## config.mk

```make
export PLATFORM = sky130hd
export DESIGN_NAME = nabp_shift_accumulator
export DESIGN_NICKNAME = d
export VERILOG_FILES = /design/src/rtl/nabp_shift_accumulator.sv
export SDC_FILE = /design/constraint.sdc
export NUM_CORES = 1
export LEC_CHECK = 0
export BUFFER_PORTS_ARGS = -buffer_cell sky130_fd_sc_hd__buf_2
export CAP_MARGIN = 25
export CORE_MARGIN = 1
export CORE_UTILIZATION = 45
export CTS_BUF_LIST = sky130_fd_sc_hd__clkbuf_2
export CTS_CLUSTER_DIAMETER = 60
export DETAILED_ROUTE_END_ITERATION = 8
export PLACE_DENSITY_LB_ADDON = 0.25
export SLEW_MARGIN = 20
export SYNTH_ARGS = -nofsm -noshare
export SYNTH_HDL_FRONTEND = slang
export SYNTH_SLANG_ARGS = --single-unit
```

## constraint.sdc

```tcl
create_clock -name clk -period 2.3 [get_ports clk]
set_input_delay 0.115 -clock clk [delete_from_list [all_inputs] [get_ports clk]]
set_output_delay 0.115 -clock clk [all_outputs]
set_load 0.02 [all_outputs]
```

## src/rtl/nabp_shift_accumulator.sv

```systemverilog
// nabp_shift_accumulator
// Per-projection shift scheduler for the NABP shifter. It looks up the step
// base for the projection angle, then runs a DDA-style fractional accumulator
// for a programmed number of steps. Each step hands one shift/no-shift
// decision to the shifter over a valid/ready handshake.
//
// Build option: define NABP_SHIFT_ACCU_ROUND_EN to start the accumulator at
// 0.5, which rounds shift decisions to the nearest pixel centre. With the
// macro undefined the accumulator starts at 0 and decisions truncate.
module nabp_shift_accumulator #(
    parameter int ANGLE_LENGTH   = 9,
    parameter int ACCU_PRECISION = 8,
    parameter int COUNT_WIDTH    = 8
) (
    input  logic                      clk,
    input  logic                      reset,
    input  logic                      start,
    input  logic [ANGLE_LENGTH-1:0]   angle,
    input  logic [COUNT_WIDTH-1:0]    num_steps,
    output logic                      busy,
    output logic                      done,
    output logic [ANGLE_LENGTH-1:0]   lut_angle,
    input  logic [ACCU_PRECISION:0]   sh_accu_base,
    output logic                      step_valid,
    input  logic                      step_ready,
    output logic                      shift_en,
    output logic                      sh_axis,
    output logic                      sh_dir
);

    localparam int P = ACCU_PRECISION;

    // The value 1.0 in the widened sum format; any sum at or above it carries.
    localparam logic [P+1:0] ONE = (P+2)'(1) << P;

`ifdef NABP_SHIFT_ACCU_ROUND_EN
    localparam logic [P-1:0] ACCU_INIT = {1'b1, {(P-1){1'b0}}};
`else
    localparam logic [P-1:0] ACCU_INIT = '0;
`endif

    typedef enum logic [2:0] {
        IDLE,
        LOOKUP,
        LATCH,
        RUN,
        DONE
    } state_t;

    state_t                   state;
    state_t                   state_next;
    logic [ANGLE_LENGTH-1:0]  angle_q;
    logic [COUNT_WIDTH-1:0]   cnt_max;
    logic [COUNT_WIDTH-1:0]   cnt;
    logic [P-1:0]             accu;
    logic [P:0]               base_q;
    logic [P+1:0]             sum;
    logic                     last_step;

    // Accumulator plus base, two integer bits wide so the carry is never lost.
    // Both operands are registers, so the step decision cannot depend on
    // step_ready and stays stable across a stall.
    assign sum       = {2'b00, accu} + {1'b0, base_q};
    assign last_step = (cnt == cnt_max - COUNT_WIDTH'(1));

    // State register.
    // NOTE: sequential state uses non-blocking assignments so every register
    // updates from the same pre-edge values regardless of block ordering.
    always_ff @(posedge clk) begin
        if (reset) begin
            state <= IDLE;
        end else begin
            state <= state_next;
        end
    end

    // Next-state decode and handshake outputs.
    // NOTE: every signal written here gets a default first, so no path through
    // the case statement leaves one unassigned and infers a latch.
    always_comb begin
        state_next = state;
        busy       = 1'b1;
        done       = 1'b0;
        step_valid = 1'b0;
        shift_en   = 1'b0;
        case (state)
            IDLE: begin
                busy = 1'b0;
                if (start) begin
                    state_next = LOOKUP;
                end
            end
            LOOKUP: begin
                state_next = LATCH;
            end
            LATCH: begin
                state_next = (cnt_max == '0) ? DONE : RUN;
            end
            RUN: begin
                step_valid = 1'b1;
                shift_en   = (sum >= ONE);
                if (step_ready && last_step) begin
                    state_next = DONE;
                end
            end
            DONE: begin
                done       = 1'b1;
                state_next = IDLE;
            end
            default: begin
                state_next = IDLE;
            end
        endcase
    end

    // Run parameters, LUT capture and the accumulator/step counter.
    // Everything clears on reset, so a reset mid-run leaves no trace of the
    // aborted projection on lut_angle, sh_axis or sh_dir.
    always_ff @(posedge clk) begin
        if (reset) begin
            angle_q <= '0;
            cnt_max <= '0;
            cnt     <= '0;
            accu    <= '0;
            base_q  <= '0;
        end else begin
            case (state)
                IDLE: begin
                    if (start) begin
                        angle_q <= angle;
                        cnt_max <= num_steps;
                        accu    <= ACCU_INIT;
                    end
                end
                LATCH: begin
                    base_q <= sh_accu_base;
                    cnt    <= '0;
                end
                RUN: begin
                    if (step_ready) begin
                        accu <= sum[P-1:0];
                        cnt  <= cnt + COUNT_WIDTH'(1);
                    end
                end
                default: begin
                end
            endcase
        end
    end

    // The LUT address and the shift geometry both come straight from the
    // captured angle, so they stay fixed for the whole run.
    assign lut_angle = angle_q;
    assign sh_axis   = (angle_q >= ANGLE_LENGTH'(45)) && (angle_q < ANGLE_LENGTH'(135));
    assign sh_dir    = (angle_q >= ANGLE_LENGTH'(90));

endmodule

```

Word level (Yosys, flattened, before mapping)
Index checks and enable logic that the tools add are counted.
{ "word_totals": {"ram_bits": 0, "rom_bits": 0, "out_inout_bits": 15, "n_memories": 0, "ff_bits": 45, "latch_bits": 0} }
{ "op_classes": {"n_reduce_logical": 10, "muxes": 13, "n_div": 0, "bitwise_logic": 0, "magnitude_cmp": 4, "shifts": 0, "addsub": 3, "n_eq_ne": 8, "n_mul": 0} }
{ "ops": {"columns": ["cell", "n"], "rows": [
  ["$pmux W8 S2", 2],
  ["$mux W8", 3],
  ["$pmux W3 S4", 1],
  ["$add A8 B9 Y10", 1],
  ["$ge A10 B9 Y1 const B", 1],
  ["$ge A9 B6 Y1 const B", 1],
  ["$ge A9 B7 Y1 const B", 1],
  ["$lt A9 B8 Y1 const B", 1],
  ["$mux W3", 3],
  ["$add A8 B1 Y8 const B", 1],
  ["$eq A8 B8 Y1", 1],
  ["$logic_not A8 Y1", 1],
  ["$sub A8 B1 Y8 const B", 1],
  ["$eq A3 B2 Y1 const B", 2],
  ["$ne A2 B2 Y1 const B", 3],
  ["$reduce_and A2 Y1", 3],
  ["$mux W1", 4],
  ["$reduce_bool A2 Y1", 2],
  ["$eq A3 B1 Y1 const B", 1],
  ["$eq A3 B3 Y1 const B", 1],
  ["$logic_not A3 Y1", 1],
  ["$reduce_and A3 Y1", 1],
  ["$logic_and A1 B1 Y1", 2]
]} }

Logic depth before layout (Yosys ltp)
Gate-level depths: netlist of run 1.
{ "logic_depth": {"ltp_word": 5, "mapped_depth": 9, "ltp_nobuf": 9} }

Least setup slack after synthesis of run 1
No wires, ideal clock.
{ "synth_timing": {"path_kind": "flip-flop to output port", "start": "reg accu[0]", "end": "out shift_en", "arrival_time_ps": 1756, "path_slack_ps": 429, "stages_incl_launch_ff": 10, "cell_sequence": "dfxtp_1 -> ha_1 -> inv_1 -> fa_1 -> nor2b_1 -> o21a_1 -> o21ai_1 -> a21oi_1 -> or3_1 -> nand3_1"} }
{ "synth_via": {"elab_chain_cells": 3} }
{ "synth_rtl": {"columns": ["element", "line_no", "text"], "rows": [
  ["start: declaration", "55", "logic [P-1:0] accu;"],
  ["start signal: assignment", "141", "accu <= sum[P-1:0];"],
  ["$add A8 B9 Y10", "63", "assign sum = {2'b00, accu} + {1'b0, base_q};"],
  ["$ge A10 B9 Y1", "101", "shift_en = (sum >= ONE);"],
  ["$mux W1", "86", "case (state)"],
  ["end: declaration", "26", "output logic shift_en,"]
]} }
No other way between the ends.

Worst setup path in the final report of run 1
Same ends and word-level chain as after synthesis.

==> results.py, run 1 <==
metrics = {
    "final_layout": {
        "diodes": 0,
        "fin_area_um2": 3070,
        "layout.nets": 411,
        "final_cells": 440,
        "drive_gt1_share_pct": 20.5,
        "area_growth_pct": 28.9,
        "fin_util_pct": 60.1,
        "fill_cells": 507,
    },
    "sta": {
        "setup_viol": 1,
        "layout_setup_ws_ns": -0.142,
        "hold_viol_final": 0,
        "worstMarginPinSlew_ns": 0.767,
        "finalCriticalPeriod_ns": 2.44,
        "fin_setup_tns_ns": -0.142,
        "fin_skew_ns": 0.0221,
        "max_freq_ghz": 0.410,
        "rsz0062_at_grt": "true",
        "slew_viol_final": 0,
        "period_share_pct": 106,
        "max_slew_margin_pct": 48.9,
    },
    "critical_path": {
        "crit_type": "reg -> out",
        "startpoint_type": "register",
        "critPathMaxFanout": 3,
        "reg2reg_slack_ns": 0.35,
        "critical-path-max-stage-delay_ns": 0.38,
        "slowest_stage": "dfxtp_2",
        "crit_required_ns": 2.18,
        "r2r_cells": 7,
        "r2r-end": "state[2]$_SDFFE_PP0P_",
        "r2r-start": "cnt_max[0]$_SDFFE_PP0P_",
        "cp.arrival_ns": 2.33,
        "worstSetupStartpoint": "accu[0]$_SDFFE_PP0P_",
        "path_cells": "ha_4 -> inv_2 -> fa_2 -> nor2b_1 -> o21a_1 -> o21ai_2 -> a21oi_2 -> or3_4 -> nand3_2 -> buf_6",
        "critPathCaptureType": "primary output",
    },
    "global_routing": {
        "antenna_found_initial": 0,
        "grt_pass1_vias": 2147,
        "track_usage_pct": 21.5,
        "grt_max_degree": 44,
        "grt_pass1_wl_mm": 9.21,
        "grt-ovfl-total": 0,
    },
    "yosys": {
        "yosysSeqAreaShare_pct": 37.8,
        "synth_common_cells": "65 x nand2_1, 45 x dfxtp_1, 36 x a21oi_1",
        "syn_area_per_cell_um2": 8.00,
        "yosysWarningCount": 0,
        "synth_top_cell_by_area": "dfxtp_1",
        "synth_area_leaders": "dfxtp_1 38%, nand2_1 10%, a21oi_1 7.6%, ha_1 5.8%, nor2_1 3.9%",
        "ys_ff_latch": 45,
        "synthCells": 298,
        "ys_async_sr_fraction_pct": 0,
        "synth_flop_cell": "dfxtp_1",
        "synthMostInstantiatedCell": "nand2_1",
        "synth-edff-count": 0,
        "synth_nets": 340,
        "synth_cell_type_count": 49,
        "synth_top_area_share_pct": 37.8,
        "synth_area_um2": 2380,
    },
    "cts": {
        "htree_levels": 2,
        "clockBufferDepth": 2,
        "cts_root_buffer": "clkbuf_2",
        "clk_latency_ns": 0.42,
        "clkTransAtPathRegs_ns": 0.21,
        "cts_tree": "done",
        "clock_sinks": 45,
        "numCtsBuffers": 5,
    },
    "drt": {
        "routed_via_density": 5.19,
        "drtIter0Drc": 83,
        "ant_nets": 0,
        "drc": 0,
        "vias": 2284,
        "firstDrtPassIters": 4,
        "routedWlPerCell_um": 13.0,
        "wirelength_mm": 5.71,
    },
    "job": {
        "drv_cap": 0,
    },
    "placement": {
        "dpl.cell_count": 405,
        "dp_hpwl_mm": 3.83,
        "postPlaceCellArea_um2": 2670,
        "gp_congestion": 0.807,
        "io_buffers": 44,
    },
    "power_and_ir_drop": {
        "p_leak_uw": 0.00132,
        "peakVddDrop_uv": 273,
        "powerDensity_nw_per_um2": 603,
    },
    "status": {
        "outcome": "finished, violations left",
        "failed_checks": "negative setup slack",
    },
    "hold_path": {
        "hold_path_startpoint": "start",
        "hp-class": "in -> reg",
        "whs_endpoint": "state[0]$_SDFFE_PP0P_",
        "hold_depth": 4,
    },
    "die": {
        "rows": 26,
        "die_area_um2": 5590,
        "die_width_um": 74.8,
        "start_util_pct": 46.7,
        "io_pins": 45,
        "die_h_um": 74.8,
        "coreArea_um2": 5110,
    },
}
==> cell families (layout without fill, tap and decap cells) <==
family / after synthesis / after routing / share of synthesized area, %
AO/OA/AOI/OAI: 70 / 70 / 18.3
multiplexers: 2 / 2 / 0.892
AND/OR/NAND/NOR: 129 / 129 / 25.4
buffers and inverters: 21 / 93 / 3.73
XOR/XNOR: 19 / 19 / 7.30
flip-flops: 45 / 45 / 37.8
adder cells (fa/ha/maj): 12 / 12 / 6.61
==> where the power goes <==
part	switching (uW)	internal, uW	total, uW
Sequential	70.8	835	906
Combinational	288	223	511
Clock	251	185	436
==> per-layer routing <==
layer | vias to the layer above | wire length (um) | part of all wire, % | track usage (%)
li1 | 1171 | - | - | -
met1 | 1073 | 2550 | 45 | 25.8
met2 | 31 | 2940 | 51 | 38.1
met3 | 9 | 136 | 2.4 | 3.21
met4 | 0 | 89 | 1.6 | 9.22
met5 | - | 0 | 0 | 0
==> worst max-delay path by stage <==
stage	to	depth (start not counted)
3_3_place_gp	shift_en	10
5_1_grt	shift_en	10
6_report	shift_en	10
3_5_place_dp	shift_en	10
2_1_floorplan	shift_en	9
4_1_cts	shift_en	10
==> area by class of cell <==
cell class / count / area, um^2 / area share, %
clock buffer: 6 / 30.0 / 0.978
clock inverter: 2 / 33.8 / 1.10
inverter: 9 / 33.8 / 1.10
multi-input combinational: 232 / 1450 / 47.2
sequential: 45 / 905 / 29.5
tap: 70 / 87.6 / 2.85
timing repair buffer: 76 / 532 / 17.3
==> critical path, delay by kind of cell (launching register included) <==
family                     cells  cell delay [ns]
adders and majority gates      2             0.36
and+or+nand+nor                3             0.52
buffers and inverters          2             0.17
DFF                            1             0.38
AOI/OAI and AO/OA              3             0.50
==> flip-flops by register name (all words and copies together), names as in the netlist <==
signal	count
lut_angle	9
accu	8
cnt_max	8
state	3
base_q	9
cnt	8
==> cell usage in the layout, fill, tap and decap left out, drive strengths merged, types with 3 or more instances in the layout <==
cell         instances
nand2b               5
a21oi               36
a22oi                4
dlygate4sd3         26
inv                  9
ha                  11
dfxtp               45
nand2               66
nor2                25
xnor2                9
a21o                 3
buf                 50
nor3                 5
o211ai               3
o31ai                3
nor2b                3
a211oi               4
clkbuf               6
or3                  3
o21ai                5
and3                 3
xor2                10
nand3                6
==> stage by stage <==
step / total power (uW) / worst slack (ns) / hold WS, ns
after global placement: 1380 / 0.288 / 0.355
after detailed placement: 1390 / 0.255 / 0.361
after global routing: 1970 / -0.227 / 0.0723
after floorplan: 1250 / 0.429 / 0.251
final: 1850 / -0.142 / 0.0665
after CTS: 1860 / -0.0570 / 0.0609
==> what timing repair did <==
| item | CTS | global route |
|---|---|---|
| endpoints found under the setup margin | 1 | 1 |
| buffers inserted | 1 | 0 |
| pin swaps | 6 | 6 |
| hold endpoints to repair | 26 | 0 |
| gates resized for setup | 14 | 2 |
| hold buffers | 26 | 0 |
Note: power is estimated with default switching activity, not from simulation.
==> run 2: changes to the inputs <==
--- a/config.mk
+++ b/config.mk
@@ -7,8 +7,10 @@
 export LEC_CHECK = 0
 export BUFFER_PORTS_ARGS = -buffer_cell sky130_fd_sc_hd__buf_2
 export CAP_MARGIN = 25
+export CELL_PAD_IN_SITES_DETAIL_PLACEMENT = 0
+export CELL_PAD_IN_SITES_GLOBAL_PLACEMENT = 1
 export CORE_MARGIN = 1
-export CORE_UTILIZATION = 45
+export CORE_UTILIZATION = 42
 export CTS_BUF_LIST = sky130_fd_sc_hd__clkbuf_2
 export CTS_CLUSTER_DIAMETER = 60
 export DETAILED_ROUTE_END_ITERATION = 8
==> run 2 against run 1 <==
Net effect: cell count grew 1.1%; utilization shrank 4.0 points; clock skew up 0.0035 ns; via count down 3.4%; hold slack improved by 0.0045 ns; count of clock-buffer cells in the layout is 1 higher; power decreased by 5.6%; highest routed layer unchanged; die area grew 7.0%; sequential share of layout area about the same; combinational power fell by 1%; global-route usage fell by 0.92 points; the run still ends with negative setup slack left; first-iteration DRC count fell by 11%.
==> results.py, run 2 (synthesized netlist as in run 1, its figures left out) <==
metrics = {
    "sta": {
        "max_freq_ghz": 0.426,
        "worstMarginPinSlew_ns": 0.780,
        "hold_viol_final": 0,
        "finalCriticalPeriod_ns": 2.35,
        "setup_viol": 1,
        "max_slew_margin_pct": 48.0,
        "fin_skew_ns": 0.0256,
        "period_share_pct": 102,
        "slew_viol_final": 0,
        "layout_setup_ws_ns": -0.0476,
        "rsz0062_at_grt": "true",
        "holdWs_ns": 0.0710,
    },
    "drt": {
        "routed_via_density": 4.96,
        "drc": 0,
        "vias": 2206,
        "ant_nets": 0,
        "wirelength_mm": 5.71,
        "drtIter0Drc": 74,
        "firstDrtPassIters": 6,
        "routedWlPerCell_um": 12.8,
    },
    "cts": {
        "cts_tree": "done",
        "htree_levels": 2,
        "numCtsBuffers": 5,
        "clockBufferDepth": 2,
        "clkTransAtPathRegs_ns": 0.20,
        "clk_latency_ns": 0.43,
        "clock_sinks": 45,
        "cts_root_buffer": "clkbuf_2",
    },
    "critical_path": {
        "r2r-end": "state[0]$_SDFFE_PP0P_",
        "cp.arrival_ns": 2.23,
        "r2r_cells": 8,
        "crit_required_ns": 2.18,
        "r2r-start": "cnt_max[0]$_SDFFE_PP0P_",
        "startpoint_type": "register",
        "crit_type": "reg -> out",
        "critPathMaxFanout": 3,
        "critPathCaptureType": "primary output",
        "reg2reg_slack_ns": 0.33,
    },
    "die": {
        "die_h_um": 77.3,
        "start_util_pct": 43.6,
        "die_area_um2": 5980,
        "io_pins": 45,
        "die_width_um": 77.3,
        "rows": 27,
        "coreArea_um2": 5470,
    },
    "final_layout": {
        "diodes": 0,
        "layout.nets": 414,
        "fill_cells": 557,
        "drive_gt1_share_pct": 21.4,
        "layout_commonest_cell": "nand2_1",
        "area_growth_pct": 28.9,
        "final_cell_mix": "65 x nand2_1, 43 x buf_2, 41 x dfxtp_1",
    },
    "placement": {
        "dp_hpwl_mm": 3.89,
        "io_buffers": 44,
        "gp_congestion": 0.792,
        "dp_slack_ns": 0.234,
    },
    "global_routing": {
        "antenna_found_initial": 0,
        "grt_pass1_wl_mm": 9.90,
        "grt_max_degree": 44,
        "grt-ovfl-total": 0,
        "track_usage_pct": 20.6,
        "grt_pass1_vias": 2181,
    },
    "job": {
        "drv_cap": 0,
    },
    "power_and_ir_drop": {
        "powerDensity_nw_per_um2": 570,
        "peakVddDrop_uv": 265,
        "p_leak_uw": 0.00132,
        "total_power_uw": 1750,
    },
    "hold_path": {
        "hold_depth": 4,
        "hold_path_startpoint": "start",
        "whs_endpoint": "state[0]$_SDFFE_PP0P_",
        "hp-class": "in -> reg",
    },
    "status": {
        "outcome": "finished, violations left",
        "failed_checks": "negative setup slack",
    },
}
==> run 2: cell types whose count changed in the layout (fill, tap and decap cells not counted), sizes merged <==
| cell | before | now |
|---|---|---|
| buf | 50 | 53 |
| clkinvlp | 0 | 1 |
| bufinv | 1 | 0 |
| clkinv | 1 | 0 |
| clkbuf | 6 | 7 |
==> run 2: metrics by stage <==
stage                     utilization [%]  setup TNS (ns)  instance area [um^2]  instances
after floorplan                         -               0                  2380        298
after global placement               48.9               0                  2680        407
after detailed placement             48.9               0                  2680        407
after CTS                            55.9         -0.0618                  3060        444
after global routing                 56.1          -0.191                  3070        445
final                                56.1         -0.0476                  3070        445
==> run 2: critical path: stages, from the launching register on <==
cell,delay (ns)
dfxtp_2,0.38
ha_4,0.16
inv_2,0.05
fa_2,0.18
nor2b_1,0.04
o21a_1,0.18
o21ai_2,0.16
a21oi_2,0.10
or3_1,0.37
nand3_2,0.09
buf_6,0.11
==> run 2: timing repair <==
item                                    CTS  global route
gates cloned                              0             0
gates resized for setup                  15             1
endpoints found under the setup margin    1             1
hold buffers                             26             0
setup buffers                             3             1
hold endpoints to repair                 26             0
pin swaps                                 6             6
==> run 2: worst max path at each step <==
stage / start / to / slack, ns
3_5_place_dp: accu[0]$_SDFFE_PP0P_ / shift_en / 0.23
4_1_cts: accu[0]$_SDFFE_PP0P_ / shift_en / -0.06
6_report: base_q[0]$_SDFFE_PP0P_ / shift_en / -0.05
3_3_place_gp: accu[0]$_SDFFE_PP0P_ / shift_en / 0.28
2_1_floorplan: accu[0]$_SDFFE_PP0P_ / shift_en / 0.43
5_1_grt: base_q[0]$_SDFFE_PP0P_ / shift_en / -0.19
==> run 2: per-layer routing <==
layer  routed length [um]  vias up  track usage, %
met3                   99        9            3.18
met1                 2730     1004            25.2
met2                 2780       17            35.5
met4                  103        0            8.87
met5                    0        -               0
li1                     -     1176               -
==> run 2: cell type report <==
type | instances | area, um^2 | share of cell area, %
clock buffers | 7 | 35.0 | 1.14
clock inverters | 1 | 7.51 | 0.244
inverters | 9 | 33.8 | 1.10
multi-input cells | 232 | 1450 | 47.0
flip-flops and latches | 45 | 906 | 29.5
well taps | 72 | 90.1 | 2.93
repair buffers | 79 | 554 | 18.0
==> run 2: power breakdown <==
part	switching, uW	leakage (uW)	internal, uW	total, uW
Sequential	72.3	0.000368	835	908
Clock	253	0.0000292	83.9	337
Combinational	283	0.000926	223	506
